## src/rtl/bus_region_ctrl.sv

```systemverilog
// bus_region_ctrl: 8088 min-mode address latch, region chip-select decode and READY wait-state generator
// Ports: CLK, RESET (sync, active-high), ALE, IOM (1=IO), RD/WR (active-low strobes),
//        BusAddr (multiplexed {A,AD}), Address (latched), CS (one-hot region select),
//        READY (to CPU), BUS_ERR (error pulse, only built with BUSCTL_ERR_EN defined)
module bus_region_ctrl #(
    parameter int                       ADDR_W      = 20,
    parameter int                       NREG        = 4,
    parameter int                       WS_W        = 4,
    parameter logic [NREG*ADDR_W-1:0]   REGION_BASE = {20'h01C00, 20'h0FF00, 20'h80000, 20'h00000},
    parameter logic [NREG*ADDR_W-1:0]   REGION_MASK = {20'h0FE00, 20'h0FFF0, 20'h80000, 20'h80000},
    parameter logic [NREG-1:0]          REGION_IOM  = 4'b1100,
    parameter logic [NREG*WS_W-1:0]     REGION_WS   = {4'd0, 4'd1, 4'd3, 4'd0}
) (
    input  logic              CLK,
    input  logic              RESET,
    input  logic              ALE,
    input  logic              IOM,
    input  logic              RD,
    input  logic              WR,
    input  logic [ADDR_W-1:0] BusAddr,
    output logic [ADDR_W-1:0] Address,
    output logic [NREG-1:0]   CS,
    output logic              READY,
    output logic              BUS_ERR
);
    typedef enum logic [1:0] {S_IDLE, S_ADDR, S_WAIT, S_STROBE} state_t;
    state_t            r_state;
    logic [ADDR_W-1:0] r_addr;
    logic              r_iom;
    logic [NREG-1:0]   r_cs;
    logic              r_ready;
    logic [WS_W-1:0]   r_cnt;
    logic [NREG-1:0]   w_dec;
    logic [WS_W-1:0]   w_ws;
    logic              w_hit;
    logic              w_strobe;
    // Decode from the latched address/space; the first matching index wins.
    always_comb begin
        w_dec = '0;
        w_ws  = '0;
        w_hit = 1'b0;
        for (int i = 0; i < NREG; i++)
            if (!w_hit && ((r_addr & REGION_MASK[i*ADDR_W +: ADDR_W]) == REGION_BASE[i*ADDR_W +: ADDR_W])
                && (r_iom == REGION_IOM[i])) begin
                w_dec[i] = 1'b1;
                w_ws     = REGION_WS[i*WS_W +: WS_W];
                w_hit    = 1'b1;
            end
    end
    assign w_strobe = !RD || !WR;
    always_ff @(posedge CLK) begin
        if (RESET) begin
            r_state <= S_IDLE;
            r_addr  <= '0;
            r_iom   <= 1'b0;
            r_cs    <= '0;
            r_ready <= 1'b1;
            r_cnt   <= '0;
        end else begin
            case (r_state)
                S_IDLE: begin
                    r_cs <= '0;
                    if (ALE) begin
                        r_addr  <= BusAddr;
                        r_iom   <= IOM;
                        r_state <= S_ADDR;
                    end
                end
                S_ADDR: begin
                    r_cs <= w_dec;
                    if (ALE) begin
                        r_addr <= BusAddr;
                        r_iom  <= IOM;
                    end else if (w_strobe) begin
                        // An unmatched cycle completes with no wait states.
                        if (w_hit && w_ws != '0) begin
                            r_state <= S_WAIT;
                            r_cnt   <= w_ws - 1'b1;
                            r_ready <= 1'b0;
                        end else
                            r_state <= S_STROBE;
                    end
                end
                S_WAIT: begin
                    if (r_cnt == '0) begin
                        r_state <= S_STROBE;
                        r_ready <= 1'b1;
                    end else
                        r_cnt <= r_cnt - 1'b1;
                end
                S_STROBE: begin
                    if (!w_strobe) begin
                        r_state <= S_IDLE;
                        r_cs    <= '0;
                    end
                end
                default: r_state <= S_IDLE;
            endcase
        end
    end
`ifdef BUSCTL_ERR_EN
    logic r_err;
    always_ff @(posedge CLK)
        r_err <= RESET ? 1'b0 : (r_state == S_ADDR && !ALE && w_strobe && (!w_hit || (!RD && !WR)));
    assign BUS_ERR = r_err;
`else
    assign BUS_ERR = 1'b0;
`endif
    assign Address = r_addr;
    assign CS      = r_cs;
    assign READY   = r_ready;
endmodule

```

## config.mk

```make
export PLATFORM = sky130hd
export DESIGN_NAME = bus_region_ctrl
export DESIGN_NICKNAME = d
export VERILOG_FILES = /design/src/rtl/bus_region_ctrl.sv
export SDC_FILE = /design/constraint.sdc
export NUM_CORES = 1
export LEC_CHECK = 0
export CORE_ASPECT_RATIO = 1.75
export CORE_MARGIN = 10
export CORE_UTILIZATION = 46
export CTS_BUF_LIST = sky130_fd_sc_hd__clkbuf_4 sky130_fd_sc_hd__clkbuf_8
export CTS_CLUSTER_SIZE = 16
export DETAILED_ROUTE_END_ITERATION = 8
export MAX_ROUTING_LAYER = met4
export PLACE_DENSITY_LB_ADDON = 0.08
export SKIP_LAST_GASP = 1
export SYNTH_ARGS = -nofsm -noshare
export SYNTH_HDL_FRONTEND = slang
export SYNTH_SLANG_ARGS = --single-unit
```

## constraint.sdc

```tcl
create_clock -name CLK -period 2.3 [get_ports CLK]
set_input_delay 0.46 -clock CLK [delete_from_list [all_inputs] [get_ports CLK]]
set_output_delay 0.46 -clock CLK [all_outputs]
set_load 0.01 [all_outputs]
```

# Word-level counts from Yosys, hierarchy flattened

Index checks and enable logic that the tools add are counted.

Word-level logic and storage cells: 76
Output and inout port bits: 26
Input bits: 26
Bits in registers: 32

Add/sub/neg operators: 2
Muxes and demuxes: 29
Equal/unequal tests: 12
Reduce and logical (&&, ||, !) cells: 26
Bitwise operators: 1

Operator list:

| cell                                                                | count |
|---|---|
| 20-bit logical NOT                                                  | 1 |
| 4-bit 2-to-1 mux                                                    | 5 |
| 2-bit 2-to-1 mux                                                    | 8 |
| 5-bit AND reduction                                                 | 3 |
| 2-bit inequality test (second input constant)                       | 7 |
| 12-bit == test (second input constant)                              | 1 |
| 1-bit 2-to-1 mux                                                    | 12 |
| 4-bit one-hot mux with 3 select lines                               | 1 |
| 1-bit logical AND                                                   | 8 |
| 2-bit one-hot mux with 4 select lines                               | 1 |
| 4-bit one-hot mux with 2 select lines                               | 1 |
| 4-bit by 1-bit subtractor with 4-bit output (second input constant) | 2 |
| 7-bit by 4-bit == test with 1-bit output (second input constant)    | 1 |
| 1-bit logical NOT                                                   | 5 |
| 2-bit == test (second input constant)                               | 2 |
| 4-bit logical NOT                                                   | 1 |
| 2-bit AND reduction                                                 | 2 |
| 4-bit nonzero test                                                  | 1 |
| 3-bit nonzero test                                                  | 1 |
| 2-bit by 1-bit == test with 1-bit output (second input constant)    | 1 |
| 2-bit logical NOT                                                   | 1 |
| 1-bit one-hot mux with 2 select lines                               | 1 |
| 2-bit nonzero test                                                  | 1 |
| 2-bit OR reduction                                                  | 1 |
| 2 further kinds                                                     | 2 |

# Longest topological paths before layout

Depth in word-level cells: 21
Depth in mapped cells: 10
Mapped depth without buffers: 9

# Worst setup path after synthesis

Ideal clock, no wire load.

Path kind: reg2reg
Start: reg r_addr[5] (netlist: Address[5])
End: reg r_cnt[2]
Clock period less this slack: 1843 ps
Stages on the path, launching flop included: 8
Data required time: 2242 ps
Setup slack: 457 ps
Arrival time: 1784 ps
Buffers on the path: 0
Setup time: 58 ps
Path through: dfxtp_1 -> or3_4 -> nor4_4 -> o22ai_1 -> ha_1 -> nand2b_1 -> a211o_2 -> nand2_1

Cells in the longest elaborated chain, start to end: 13
Elaborated cells on any way between the ends: 19
Those cells by class: add/sub (1); eq/ne (2); mux (8); reduce/logical (8)

RTL lines:

| what                                        | RTL line | source |
|---|---|---|
| from (decl)                                 | 28       | `logic [ADDR_W-1:0] r_addr;` |
| from (signal assigned)                      | 64       | `r_addr <= BusAddr;` |
| from (signal assigned)                      | 72       | `r_addr <= BusAddr;` |
| 12-bit == test *                            | 43       | `if (!w_hit && ((r_addr & REGION_MASK[i*ADDR_W +: ADDR_W]) == REGION_BASE[i*ADDR_W +: ADDR_W])` |
| 1-bit logical AND *                         | 43       |  |
| 1-bit logical AND *                         | 44       | `&& (r_iom == REGION_IOM[i])) begin` |
| 1-bit 2-to-1 mux                            | 43       |  |
| 1-bit logical NOT                           | 43       |  |
| 1-bit logical AND                           | 43       |  |
| 1-bit logical AND                           | 44       |  |
| 2-bit 2-to-1 mux                            | 43       |  |
| 4-bit by 1-bit subtractor with 4-bit output | 78       | `r_cnt <= w_ws - 1'b1;` |
| 4-bit 2-to-1 mux                            | 76       | `if (w_hit && w_ws != '0) begin` |
| 4-bit 2-to-1 mux                            | 74       | `end else if (w_strobe) begin` |
| 4-bit 2-to-1 mux                            | 71       | `if (ALE) begin` |
| 4-bit one-hot mux with 2 select lines       | 60       | `case (r_state)` |
| to (signal assigned)                        | 78       |  |
| to (signal assigned)                        | 89       | `r_cnt <= r_cnt - 1'b1;` |
| to (decl)                                   | 32       | `logic [WS_W-1:0] r_cnt;` |

Mark *: on every way between the ends. The rest lies on a longest branch, timed or not. The select of a mux whose other input is x is not followed.
A chain may end at the register's enable or synchronous reset.

# Worst setup path after layout

Start: reg r_state[1]
End: reg r_cnt[0]

Cells in the longest elaborated chain, start to end: 3
Elaborated cells on any way between the ends: 9
Those cells by class: eq/ne (6); mux (1); reduce/logical (2)

RTL lines:

| what                                                                                | RTL line | source |
|---|---|---|
| from (decl)                                                                         | 27       | `state_t r_state;` |
| from (signal assigned)                                                              | 53       | `r_state <= S_IDLE;` |
| from (signal assigned)                                                              | 66       | `r_state <= S_ADDR;` |
| from (signal assigned)                                                              | 77       | `r_state <= S_WAIT;` |
| 2-bit == test / 2-bit by 1-bit == test with 1-bit output (equally long branches)    | 60       |  |
| 2-bit inequality test (no source line) / 2-bit nonzero test (equally long branches) | n/a      |  |
| 5-bit AND reduction (no source line)                                                | n/a      |  |

Several ways; a longest one is shown, not always the timed one.

==> impl_metrics.tcl <==
set metrics [dict create \
    fin_hold_ws_ns 0.454 \
    antenna_found_initial 0 \
    cp.buffers_inverters 1 \
    critical_path.top_delay_family "simple AND/OR/NAND/NOR gates" \
    synth_top_area_cell "dfxtp_1" \
    ios 52 \
    numCtsBuffers 5 \
    max_stage_delay_ns 0.44 \
    crit_required_ns 2.48 \
    p_sw_w 0.000767 \
    synthArstFlopShare_pct 0 \
    p_seq_share_pct 36.4 \
    power_frac_clock_pct 21.6 \
    vdd_ir_drop_max_uv 808 \
    endpoint_kind "flop" \
    synth.avg_cell_area_um2 8.11 \
    yosysUniqueCellTypes 37 \
    p_comb_share_pct 42.0 \
    pre_cts_ws_ns 0.235 \
    finalSetupViolations 0 \
    cts_tree "yes" \
    synthTopCellsByArea "dfxtp_1, nand2_1, a21oi_1" \
    insertion_delay_ns 0.28 \
    synth_edf_count 0 \
    dp_cells 266 \
    ctsLongestPathBuffers 2 \
    drt_first_pass_iters 4 \
    p_int_w 0.00136 \
    syn_to_final_growth_pct 42.7 \
    drt-initial-drc-count 62 \
    multiInputGateArea_um2 766 \
    diodes 0 \
    clock-sinks 32 \
    final_hold_viol_count 0 \
    cp_slowest_cell "or3b_2" \
    rsz0062_at_grt "false" \
    regArea_um2 641 \
    fmax_mhz 520 \
    grt_usage_pct 14.5 \
    routed_wl_mm 4.05 \
    setup_tns_ns 0 \
    start_util_pct 47.2 \
    min_path_type "flop to flop" \
    clk_pin_slew_ns 0.06 \
    root_buffer "clkbuf_8" \
    core_um2 3110 \
    htreeDepth 2 \
    hold_buffers 0 \
    synthesis.nets 213 \
    period_share_pct 83.7 \
    max_cap_violations 0 \
    cp_cell_sequence "inv_1 > ha_1 > mux2_2 > o21a_4 > or3b_2 > o41ai_1" \
    overflow 0 \
    dp.final_hpwl_mm 3.15 \
    grt_pass1_wl_mm 6.78 \
    portBuffers 50 \
    synth.cell_area_um2 1470 \
    worstPathArrival_ns 2.11 \
    power.density_nw_per_um2 1020 \
    via_per_inst 5.18 \
    wl_per_cell_um 14.8 \
    drive_gt1_share_pct 8.70 \
    gp_congestion 0.793 \
    die_h_um 94.7 \
    synthFlopType "dfxtp_1" \
    nets 262 \
    yosysWarnings 0 \
    grt_pass1_vias 1500 \
    vias 1413 \
    ys_seq_area_share_pct 43.6 \
    cts_setup_buffers 0 \
    rows 27 \
    worst-path-max-fanout 9 \
    final_cell_area_um2 2090 \
    finalCriticalPeriod_ns 1.92 \
    synth_cells 181 \
    drc_errors 0 \
    leakage_nw 0.785 \
    synth.cells.most_frequent "nand2_1, dfxtp_1, a21oi_1, clkbuf_1" \
    start_kind "flop" \
    maxSlewViolCount 0 \
    grt_max_degree 35 \
    yosysMostFrequentCell "nand2_1" \
    ys_seq_elements 32 \
    place_area_um2 2000 \
    switching_share_pct 36.1 \
    status "completed" \
    setup_slack_ns 0.375 \
    dieArea_um2 5940 \
    critical_path_class "flop to flop" \
    post_cts_resized 0 \
    yosysTopAreaCellShare_pct 43.6 \
    final_cells 273 \
    fill_cells 284 \
    finalClockSkew_ns 0.00558 \
    die_x_um 62.7 \
    ant_nets 0 \
]
worst paths after layout:
path | from | to | slack (ns) | cells past startpoint
max | r_state[1] | r_cnt[0] | 0.38 | 6
min | CS[0] | CS[0] | 0.45 | 2
max reg2reg | r_state[1] | r_cnt[0] | 0.38 | 6
min reg2reg | CS[0] | CS[0] | 0.45 | 2
layout by cell type, fill, tap and decap left out, types with 3 or more instances in the layout:
cell              n
nand2_1          52
clkdlybuf4s50_1  50
dfxtp_1          32
a21oi_1          31
clkbuf_8          7
nand2b_1          6
nor2_1            6
ha_1              6
inv_1             4
nand4b_1          3
nand3_1           3
buf_4             3
area by class of cell:
type                       count  share of cell area [%]
clock buffer                   7                    4.60
inverter                       4                   0.717
multi-input combinational    134                    36.6
sequential                    32                    30.6
tap                           43                    2.57
timing repair buffer          53                    25.0
metal layers:
layer / vias up / track usage, % / part of all wire, %
met5: - / - / 0
met4: 0 / 6.37 / 2.0
met3: 8 / 4.74 / 5.4
met2: 44 / 26.1 / 53
met1: 654 / 13.8 / 40
li1: 707 / - / -
state kept, by name, summed over array words and instances, names as in the netlist:
signal,cells
Address,20
CS,4
READY,1
r_cnt,4
r_iom,1
r_state,2
per-stage QoR:
| stage | total power [W] | utilization, % |
|---|---|---|
| floorplan | 0.00134 | - |
| global placement | 0.00166 | 64.3 |
| detailed placement | 0.00169 | 64.3 |
| CTS | 0.00216 | 67.4 |
| global route | 0.00229 | 67.4 |
| finish | 0.00213 | 67.4 |
power groups by stage:
stage / Clock, W / Combinational, W / Sequential, W
6_report: 0.000458 / 0.000894 / 0.000775
4_1_cts: 0.000472 / 0.000907 / 0.000776
2_1_floorplan: 0 / 0.000533 / 0.000802
5_1_grt: 0.000497 / 0.000998 / 0.000793
3_5_place_dp: 0 / 0.000902 / 0.000788
3_3_place_gp: 0 / 0.000878 / 0.000779
worst register-to-register path: stages, from the launching register on:
cell,delay [ns]
dfxtp_1,0.36
inv_1,0.09
ha_1,0.34
mux2_2,0.39
o21a_4,0.15
or3b_2,0.44
o41ai_1,0.07
cell families (layout without fill, tap and decap cells):
| family | count (synthesis) | in the layout | synth area share, % |
|---|---|---|---|
| AND/OR/NAND/NOR | 81 | 81 | 27.0 |
| AO/OA/AOI/OAI | 44 | 44 | 18.3 |
| flip-flops | 32 | 32 | 43.6 |
| buffers and inverters | 15 | 64 | 4.18 |
| adder cells (fa/ha/maj) | 6 | 6 | 5.11 |
| multiplexers | 2 | 2 | 1.45 |
| other | 1 | 1 | 0.256 |
Note: power is estimated with default switching activity, not from simulation.
